### src/rtl/mfp_ahb_uart_tx.sv
// mfp_ahb_uart_tx: AHB-Lite zero-wait UART transmitter with a byte FIFO.
// Firmware pushes bytes through DATA, polls STATUS, and clears the sticky
// overflow flag through CTRL. Frames are 8N1, LSB first, and back-to-back
// frames are sent with no idle gap.
//
// state    | meaning
// ---------+--------------------------------------------------
// ST_IDLE  | line high, waiting for the FIFO to hold a byte
// ST_START | start bit (low) for one bit time
// ST_DATA  | data bits, shift[0] on the line, LSB first
// ST_STOP  | stop bit (high); chains straight into the next frame
module mfp_ahb_uart_tx #(
    parameter int CLOCK_FREQUENCY = 50000000,
    parameter int BAUD_RATE       = 115200,
    parameter int FIFO_AW         = 4
) (
    input  logic        HCLK,
    input  logic        HRESETn,
    input  logic        HSEL,
    input  logic [31:0] HADDR,
    input  logic [1:0]  HTRANS,
    input  logic        HWRITE,
    input  logic [31:0] HWDATA,
    output logic [31:0] HRDATA,
    output logic        UART_TX,
    output logic        TX_BUSY
);

    localparam int DIV   = CLOCK_FREQUENCY / BAUD_RATE;
    localparam int TW    = $clog2(DIV);
    localparam int DEPTH = 2 ** FIFO_AW;
    localparam logic [TW-1:0]    DIV_M1  = TW'(DIV - 1);
    localparam logic [FIFO_AW:0] DEPTH_C = (FIFO_AW + 1)'(DEPTH);

    typedef enum logic [1:0] {
        ST_IDLE  = 2'd0,
        ST_START = 2'd1,
        ST_DATA  = 2'd2,
        ST_STOP  = 2'd3
    } state_t;

    // Registered address phase
    logic               ap_valid_q, ap_valid_d;
    logic               ap_write_q, ap_write_d;
    logic [1:0]         ap_addr_q,  ap_addr_d;

    // FIFO
    logic [7:0]         mem_q [DEPTH];
    logic [FIFO_AW-1:0] wptr_q, wptr_d;
    logic [FIFO_AW-1:0] rptr_q, rptr_d;
    logic [FIFO_AW:0]   count_q, count_d;
    logic               ovf_q, ovf_d;

    // Transmitter
    state_t             state_q, state_d;
    logic [TW-1:0]      timer_q, timer_d;
    logic [2:0]         bit_idx_q, bit_idx_d;
    logic [7:0]         shift_q, shift_d;
    logic               tx_q, tx_d;

    logic wr_data, wr_ctrl, rd_status;
    logic fifo_empty, fifo_full, push_ok, pop, bit_done;

    // Only HADDR[3:2], HTRANS[1] and HWDATA[7:0] carry meaning here.
    logic unused_bits;
    assign unused_bits = ^{HADDR[31:4], HADDR[1:0], HTRANS[0], HWDATA[31:8]};

    // Address-phase capture and data-phase decode
    always_comb begin
        ap_valid_d = HSEL & HTRANS[1];
        ap_write_d = HWRITE;
        ap_addr_d  = HADDR[3:2];
        wr_data    = ap_valid_q & ap_write_q & (ap_addr_q == 2'd0);
        wr_ctrl    = ap_valid_q & ap_write_q & (ap_addr_q == 2'd2) & HWDATA[0];
        rd_status  = ap_valid_q & ~ap_write_q & (ap_addr_q == 2'd1);
    end

    // FIFO bookkeeping; fullness is judged on the count at the start of the cycle,
    // so a same-cycle pop never makes room for a push
    always_comb begin
        fifo_empty = (count_q == '0);
        fifo_full  = (count_q == DEPTH_C);
        push_ok    = wr_data & ~fifo_full;
        wptr_d     = wptr_q;
        rptr_d     = rptr_q;
        count_d    = count_q;
        ovf_d      = ovf_q;
        if (push_ok) wptr_d = wptr_q + FIFO_AW'(1);
        if (pop)     rptr_d = rptr_q + FIFO_AW'(1);
        if (push_ok && !pop)      count_d = count_q + (FIFO_AW + 1)'(1);
        else if (!push_ok && pop) count_d = count_q - (FIFO_AW + 1)'(1);
        // a rejected push beats a simultaneous clear
        if (wr_data && fifo_full) ovf_d = 1'b1;
        else if (wr_ctrl)         ovf_d = 1'b0;
    end

    // Transmit FSM next-state; the bit timer counts down and each bit ends at zero
    always_comb begin
        state_d   = state_q;
        timer_d   = timer_q;
        bit_idx_d = bit_idx_q;
        shift_d   = shift_q;
        pop       = 1'b0;
        bit_done  = (timer_q == '0);
        case (state_q)
            ST_IDLE: begin
                if (!fifo_empty) begin
                    pop     = 1'b1;
                    shift_d = mem_q[rptr_q];
                    timer_d = DIV_M1;
                    state_d = ST_START;
                end
            end
            ST_START: begin
                if (bit_done) begin
                    timer_d   = DIV_M1;
                    bit_idx_d = 3'd0;
                    state_d   = ST_DATA;
                end else begin
                    timer_d = timer_q - TW'(1);
                end
            end
            ST_DATA: begin
                if (bit_done) begin
                    timer_d   = DIV_M1;
                    shift_d   = {1'b0, shift_q[7:1]};
                    bit_idx_d = bit_idx_q + 3'd1;
                    if (bit_idx_q == 3'd7) state_d = ST_STOP;
                end else begin
                    timer_d = timer_q - TW'(1);
                end
            end
            ST_STOP: begin
                if (bit_done) begin
                    if (!fifo_empty) begin
                        pop     = 1'b1;
                        shift_d = mem_q[rptr_q];
                        timer_d = DIV_M1;
                        state_d = ST_START;
                    end else begin
                        state_d = ST_IDLE;
                    end
                end else begin
                    timer_d = timer_q - TW'(1);
                end
            end
            default: state_d = ST_IDLE;
        endcase
    end

    // Line level follows the next state so the pin itself is a flop output
    always_comb begin
        case (state_d)
            ST_START: tx_d = 1'b0;
            ST_DATA:  tx_d = shift_d[0];
            default:  tx_d = 1'b1;
        endcase
    end

    // Read mux: only a registered STATUS read returns non-zero data
    always_comb begin
        HRDATA = '0;
        if (rd_status) begin
            HRDATA[0]             = fifo_empty;
            HRDATA[1]             = fifo_full;
            HRDATA[2]             = (state_q != ST_IDLE);
            HRDATA[3]             = ovf_q;
            HRDATA[8+FIFO_AW:8]   = count_q;
        end
    end

    assign UART_TX = tx_q;
    assign TX_BUSY = (state_q != ST_IDLE) | ~fifo_empty;

    // FIFO storage; contents need no reset because the pointers define validity
    always_ff @(posedge HCLK) begin
        if (push_ok) mem_q[wptr_q] <= HWDATA[7:0];
    end

    // State registers
    always_ff @(posedge HCLK or negedge HRESETn) begin
        if (!HRESETn) begin
            ap_valid_q <= 1'b0;
            ap_write_q <= 1'b0;
            ap_addr_q  <= 2'd0;
            wptr_q     <= '0;
            rptr_q     <= '0;
            count_q    <= '0;
            ovf_q      <= 1'b0;
            state_q    <= ST_IDLE;
            timer_q    <= '0;
            bit_idx_q  <= 3'd0;
            shift_q    <= 8'd0;
            tx_q       <= 1'b1;
        end else begin
            ap_valid_q <= ap_valid_d;
            ap_write_q <= ap_write_d;
            ap_addr_q  <= ap_addr_d;
            wptr_q     <= wptr_d;
            rptr_q     <= rptr_d;
            count_q    <= count_d;
            ovf_q      <= ovf_d;
            state_q    <= state_d;
            timer_q    <= timer_d;
            bit_idx_q  <= bit_idx_d;
            shift_q    <= shift_d;
            tx_q       <= tx_d;
        end
    end

endmodule

### config.mk
export PLATFORM = sky130hd
export DESIGN_NAME = mfp_ahb_uart_tx
export DESIGN_NICKNAME = d
export VERILOG_FILES = /design/src/rtl/mfp_ahb_uart_tx.sv
export SDC_FILE = /design/constraint.sdc
export NUM_CORES = 1
export LEC_CHECK = 0
export BUFFER_PORTS_ARGS = -buffer_cell sky130_fd_sc_hd__clkbuf_2
export CAP_MARGIN = 0
export CORE_MARGIN = 2
export CORE_UTILIZATION = 40
export DETAILED_ROUTE_END_ITERATION = 12
export PLACE_DENSITY = 0.71
export SYNTH_ARGS = -nofsm -noshare
export SYNTH_HDL_FRONTEND = slang
export SYNTH_SLANG_ARGS = --single-unit
### constraint.sdc
create_clock -name HCLK -period 3.9 [get_ports HCLK]
set_input_delay 0.39 -clock HCLK [delete_from_list [all_inputs] [get_ports HCLK]]
set_output_delay 0.39 -clock HCLK [all_outputs]
set_load 0.1 [all_outputs]
==> impl_metrics.env, run 1 <==
export IMPL_status="complete, no violations"
export IMPL_setup_violations=0
export IMPL_drc=0
export IMPL_fmax_mhz=306
export IMPL_start_kind="flop"
export IMPL_port_buffers=25
export IMPL_gp_congestion=0.802
export IMPL_ctsHoldBuffers=0
export IMPL_die_area_um2=19900
export IMPL_grt_pass1_vias=4091
export IMPL_core_um2=18600
export IMPL_diodes=0
export IMPL_synth_xor_area_share=0.0128
export IMPL_r2r_start="timer_q[0]$_DFF_PN0_"
export IMPL_hold_viol_final=0
export IMPL_synthAdderAreaFrac=0.0326
export IMPL_vias_per_cell=5.36
export IMPL_cts_inserted_buffers=17
export IMPL_rr_endpoint="count_q[4]$_DFFE_PN0P_"
export IMPL_leakage_nw=3.12
export IMPL_max_cap_viol_count=0
export IMPL_relSlewSlack=0.318
export IMPL_synth_most_common_cell="edfxtp_1"
export IMPL_tightest_slew_ps=1020
export IMPL_ios=104
export IMPL_ctsResizeCount=0
export IMPL_synth_top_area_frac=0.511
export IMPL_vias=4079
export IMPL_hold_class="in2reg"
export IMPL_htreeDepth=4
export IMPL_cp_arrival_ps=3570
export IMPL_slew_violations=0
export IMPL_yosys_warnings=0
export IMPL_hpwl_mm=9.30
export IMPL_grt_pass1_wl_mm=22.5
export IMPL_min_from="HWRITE"
export IMPL_critPathMaxFanout=9
export IMPL_drt_iter0_markers=367
export IMPL_yosys_area_share_simple=0.0795
export IMPL_async_reset_ff_frac=0.243
export IMPL_clock_latency_ps=430
export IMPL_place_inst=729
export IMPL_cts_sinks=169
export IMPL_clock_skew_final_ps=12.4
export IMPL_synth_compound_area_frac=0.0717
export IMPL_synth_edff_count=128
export IMPL_synth_area_leaders="edfxtp_1, dfrtp_1, mux4_2"
export IMPL_powerDensity_nw_per_um2=718
export IMPL_clock_root_buffer="clkbuf_16"
export IMPL_synthTopCellsByCount="edfxtp_1, dfrtp_1, mux4_2"
export IMPL_overflow=0
export IMPL_cts_tree="built"
export IMPL_muxShareOfSynthArea=0.112
export IMPL_clkSlewWorstSetupHoldPaths_ps=70
export IMPL_tns_ps=0
export IMPL_instances_no_fill=761
export IMPL_postCtsSetupRepairBufs=0
export IMPL_crit_end="count_q[4]$_DFFE_PN0P_"
export IMPL_synth_top_cell_by_area="edfxtp_1"
export IMPL_drtPass1Iterations=5
export IMPL_die_h_um=141
export IMPL_syn_area_per_cell_um2=15.6
export IMPL_die_w_um=141
export IMPL_rsz0062_at_grt="false"
export IMPL_synth_top_family_by_area="multiplexers"
export IMPL_grtUsageTotal=0.150
export IMPL_final_net_count=603
export IMPL_cp_end_kind="flop"
export IMPL_antenna_found_initial=0
export IMPL_cts_buffer_depth=2
export IMPL_period_share=0.837
export IMPL_critPathKind="reg2reg"
export IMPL_cp_required_ps=4210
export IMPL_totalWireLength_mm=14.2
export IMPL_ys_ff_latch=169
export IMPL_crit_start="timer_q[0]$_DFF_PN0_"
export IMPL_final_min_clock_period_ps=3270
export IMPL_grt_max_degree=42
export IMPL_reg2reg_depth=15
export IMPL_synth_top_flop_cell="edfxtp_1"
export IMPL_regToRegSetupSlack_ps=630
export IMPL_routedWlPerCell_um=18.7
export IMPL_peakVddDrop_v=0.000370
export IMPL_area_growth_syn_to_layout_pct=12.1
export IMPL_num_rows=50
export IMPL_drive_above_1_share=0.218
export IMPL_syn_cell_area_um2=7520
export IMPL_syn_inst=482
export IMPL_yosysSeqAreaShare=0.647
export IMPL_initial_utilization=0.405
export IMPL_postRouteAntennaNets=0
export IMPL_yosysUniqueCellTypes=58
export IMPL_fill_cells=1552
-- power breakdown --
group          internal [mW]  switching [mW]  total, mW
sequential              2.10           0.313       2.41
combinational          0.875            1.05       1.93
clock                  0.974           0.746       1.72
-- cells by family (layout without fill, tap and decap cells) --
kind of cell    Yosys count  in the layout
mux                      44             44
compound gates           80             80
other cells               1             23
fa+ha+maj                19             19
buf+inv                  59             82
flops                   169            169
simple gates             99             99
xor+xnor                 11             11
-- metrics by stage --
step | hold slack, ps | worst slack (ps) | cell area [um^2] | power, mW | utilization
after floorplan | 94.4 | 914 | 7610 | 3.94 | -
after global placement | 472 | 701 | 7820 | 4.30 | 0.421
after detailed placement | 480 | 665 | 7820 | 4.38 | 0.421
after CTS | 55.6 | 616 | 8440 | 6.11 | 0.454
after global routing | 61.0 | 363 | 8440 | 6.39 | 0.454
final | 77.2 | 634 | 8440 | 6.06 | 0.454
-- per-layer routing --
| layer | share of wire | routed length [um] | up-vias | GRT usage |
|---|---|---|---|---|
| li1 | - | - | 1868 | - |
| met2 | 0.51 | 7310 | 134 | 0.252 |
| met3 | 0.043 | 615 | 15 | 0.0316 |
| met5 | 0 | 0 | - | 0 |
| met1 | 0.43 | 6120 | 2062 | 0.196 |
| met4 | 0.012 | 166 | 0 | 0.0505 |
-- cell type report --
cell class                      count  area, um^2  area share
Clock buffer                       17         425      0.0504
Clock inverter                     15         188      0.0222
Inverter                           17        63.8     0.00756
Multi-Input combinational cell    276        2410       0.286
Sequential cell                   169        4870       0.577
Tap cell                          234         293      0.0347
Timing Repair Buffer               33         185      0.0219
-- state kept, by name, indices dropped and copies added, names as in the netlist --
register	cells
count_q	5
ovf_q	1
wptr_q	4
ap_write_q	1
state_q	2
ap_addr_q	2
bit_idx_q	3
shift_q	8
mem_q	128
ap_valid_q	1
rptr_q	4
timer_q	9
UART_TX	1
-- worst max-delay path: stages, from the launching register on --
cell and delay [ps]:
dfrtp_1 410, inv_1 120, ha_1 160, nor4b_4 420
a31oi_1 290, nor3_1 220, buf_4 170, inv_1 50
ha_1 200, inv_1 150, ha_1 290, a21o_1 170
a21oi_1 160, xnor2_1 130, nor2_1 60, xor2_1 140
-- cell usage in the layout (no fill, tap or decap), types with 15 or more instances in the layout --
| cell type | count |
|---|---|
| a21oi_1 | 22 |
| and2_1 | 26 |
| clkbuf_16 | 17 |
| clkbuf_2 | 25 |
| conb_1 | 23 |
| dfrtp_1 | 39 |
| edfxtp_1 | 128 |
| ha_1 | 18 |
| inv_1 | 17 |
| mux4_2 | 32 |
| nand2_1 | 20 |
| nor2_1 | 15 |
| o21ai_0 | 17 |
-- how the worst min path moves through the flow --
stage,cells after the start,slack (ps),end
after floorplan,0,90,ap_addr_q[0]$_DFF_PN0_
after global placement,2,470,shift_q[5]$_DFFE_PN0P_
after detailed placement,2,480,shift_q[4]$_DFFE_PN0P_
after CTS,1,60,ap_write_q$_DFF_PN0_
after global routing,1,60,ap_write_q$_DFF_PN0_
final,1,80,ap_write_q$_DFF_PN0_
Note: power is estimated with default switching activity, not from simulation.
==> run 2, diff against run 1 <==
==> constraint.sdc (replaced) <==
create_clock -name HCLK -period 3.1 [get_ports HCLK]
set_input_delay 0.31 -clock HCLK [delete_from_list [all_inputs] [get_ports HCLK]]
set_output_delay 0.31 -clock HCLK [all_outputs]
set_load 0.1 [all_outputs]
==> impl_metrics.env, run 2 (synthesis gave the netlist of run 1 again) <==
export IMPL_vias_per_cell=5.36
export IMPL_critPathKind="reg2reg"
export IMPL_mostFrequentLayoutCells="edfxtp_1, dfrtp_1, mux4_2"
export IMPL_start_kind="flop"
export IMPL_cp_end_kind="flop"
export IMPL_final_net_count=611
export IMPL_grt_pass1_vias=4197
export IMPL_die_w_um=141
export IMPL_cts_tree="built"
export IMPL_htreeDepth=4
export IMPL_die_area_um2=19900
export IMPL_max_cap_viol_count=0
export IMPL_final_common_cell="edfxtp_1"
export IMPL_grt_max_degree=42
export IMPL_grtUsageTotal=0.148
export IMPL_totalWireLength_mm=13.9
export IMPL_rr_endpoint="count_q[4]$_DFFE_PN0P_"
export IMPL_postRouteAntennaNets=0
export IMPL_relSlewSlack=0.323
export IMPL_clkSlewWorstSetupHoldPaths_ps=70
export IMPL_initial_utilization=0.405
export IMPL_cp_required_ps=3400
export IMPL_rsz0062_at_grt="false"
export IMPL_multiInputGateArea_um2=2420
export IMPL_hold_class="in2async"
export IMPL_powerDensity_nw_per_um2=893
export IMPL_regToRegSetupSlack_ps=250
export IMPL_clock_root_buffer="clkbuf_16"
export IMPL_clock_latency_ps=430
export IMPL_clock_skew_final_ps=13.0
export IMPL_largest_register_ffs=128
export IMPL_hpwl_mm=9.11
export IMPL_cp_arrival_ps=3150
export IMPL_die_h_um=141
export IMPL_cts_buffer_depth=2
export IMPL_diodes=0
export IMPL_drc=0
export IMPL_drive_above_1_share=0.228
export IMPL_post_route_util=0.458
export IMPL_grt_pass1_wl_mm=22.3
export IMPL_routedWlPerCell_um=18.1
export IMPL_tightest_slew_ps=1020
export IMPL_cts_inserted_buffers=17
export IMPL_critPathMaxFanout=4
export IMPL_final_min_clock_period_ps=2850
export IMPL_hold_ws_ps=51.4
export IMPL_status="complete, no violations"
export IMPL_setup_violations=0
export IMPL_hold_viol_final=0
export IMPL_fmax_mhz=351
export IMPL_leakage_nw=3.14
export IMPL_port_buffers=25
export IMPL_peakVddDrop_v=0.000524
export IMPL_tns_ps=0
export IMPL_reg_top3="mem_q: 128 flops, timer_q: 9 flops, shift_q: 8 flops"
export IMPL_regMostFlops="mem_q"
export IMPL_slew_violations=0
export IMPL_gp_congestion=0.810
export IMPL_reg2reg_depth=14
export IMPL_vias=4120
export IMPL_seq_area_um2=4870
export IMPL_overflow=0
export IMPL_num_rows=50
export IMPL_r2r_start="timer_q[0]$_DFF_PN0_"
export IMPL_period_share=0.919
export IMPL_fill_cells=1566
export IMPL_antenna_found_initial=0
export IMPL_area_growth_syn_to_layout_pct=13.1
export IMPL_cts_sinks=169
export IMPL_drtPass1Iterations=5
export IMPL_core_um2=18600
export IMPL_ios=104
export IMPL_crit_start="timer_q[0]$_DFF_PN0_"
export IMPL_drt_iter0_markers=379
[run 2: cell types whose count changed in the layout (fill, tap and decap cells not counted), moves of 2 or more]
cell and delta:
bufinv_16 -2, buf_4 +4, clkinv_8 +3, dlygate4sd3_1 +3
[run 2: where the power goes]
group / internal (mW) / switching (mW) / total (mW)
clock: 1.08 / 0.969 / 2.05
sequential: 2.64 / 0.292 / 2.94
combinational: 1.17 / 1.45 / 2.62
[run 2: how the worst max path moves through the flow]
stage,slack [ps],end,cells past startpoint
after floorplan,110,count_q[4]$_DFFE_PN0P_,14
after global placement,260,count_q[4]$_DFFE_PN0P_,14
after detailed placement,160,count_q[4]$_DFFE_PN0P_,14
after CTS,140,count_q[4]$_DFFE_PN0P_,14
after global routing,2,count_q[4]$_DFFE_PN0P_,14
final,250,count_q[4]$_DFFE_PN0P_,14
[run 2: per-stage QoR]
step | area (um^2) | power (mW) | setup WS (ps) | cells
2_1_floorplan | 7610 | 4.96 | 114 | 504
3_3_place_gp | 7870 | 5.47 | 257 | 734
3_5_place_dp | 7870 | 5.57 | 162 | 734
4_1_cts | 8500 | 7.62 | 144 | 769
5_1_grt | 8510 | 8.02 | 2.25 | 769
6_report | 8510 | 7.60 | 251 | 769
[run 2: per-layer routing]
| layer | wire, um | up-vias | part of all wire | track usage |
|---|---|---|---|---|
| li1 | - | 1887 | - | - |
| met1 | 5880 | 2116 | 0.42 | 0.188 |
| met2 | 7320 | 104 | 0.53 | 0.255 |
| met3 | 532 | 13 | 0.038 | 0.0333 |
| met4 | 168 | 0 | 0.012 | 0.0447 |
| met5 | 0 | - | 0 | 0 |
[run 2: area by class of cell]
type | count | area share
Timing Repair Buffer | 41 | 0.0312
Multi-Input combinational cell | 276 | 0.285
Inverter | 17 | 0.00750
Clock inverter | 14 | 0.0191
Sequential cell | 169 | 0.573
Tap cell | 234 | 0.0344
Clock buffer | 18 | 0.0504
[run 2: repair_timing]
item | CTS | global route
setup buffers | 0 | 0
hold buffers | 3 | 0
gates resized for setup | 0 | 3
setup endpoints to repair | 0 | 2
hold endpoints to repair | 3 | 0
[run 2: worst max-delay path, stage by stage, from the launching register on]
cell and delay, ps:
dfrtp_1 420, inv_1 120, ha_1 160, nor4b_4 250
a31oi_2 160, nor3_2 200, inv_1 100, ha_1 210
inv_1 150, ha_1 290, a21o_1 160, a21oi_1 170
xnor2_1 140, nor2_1 60, xor2_1 140
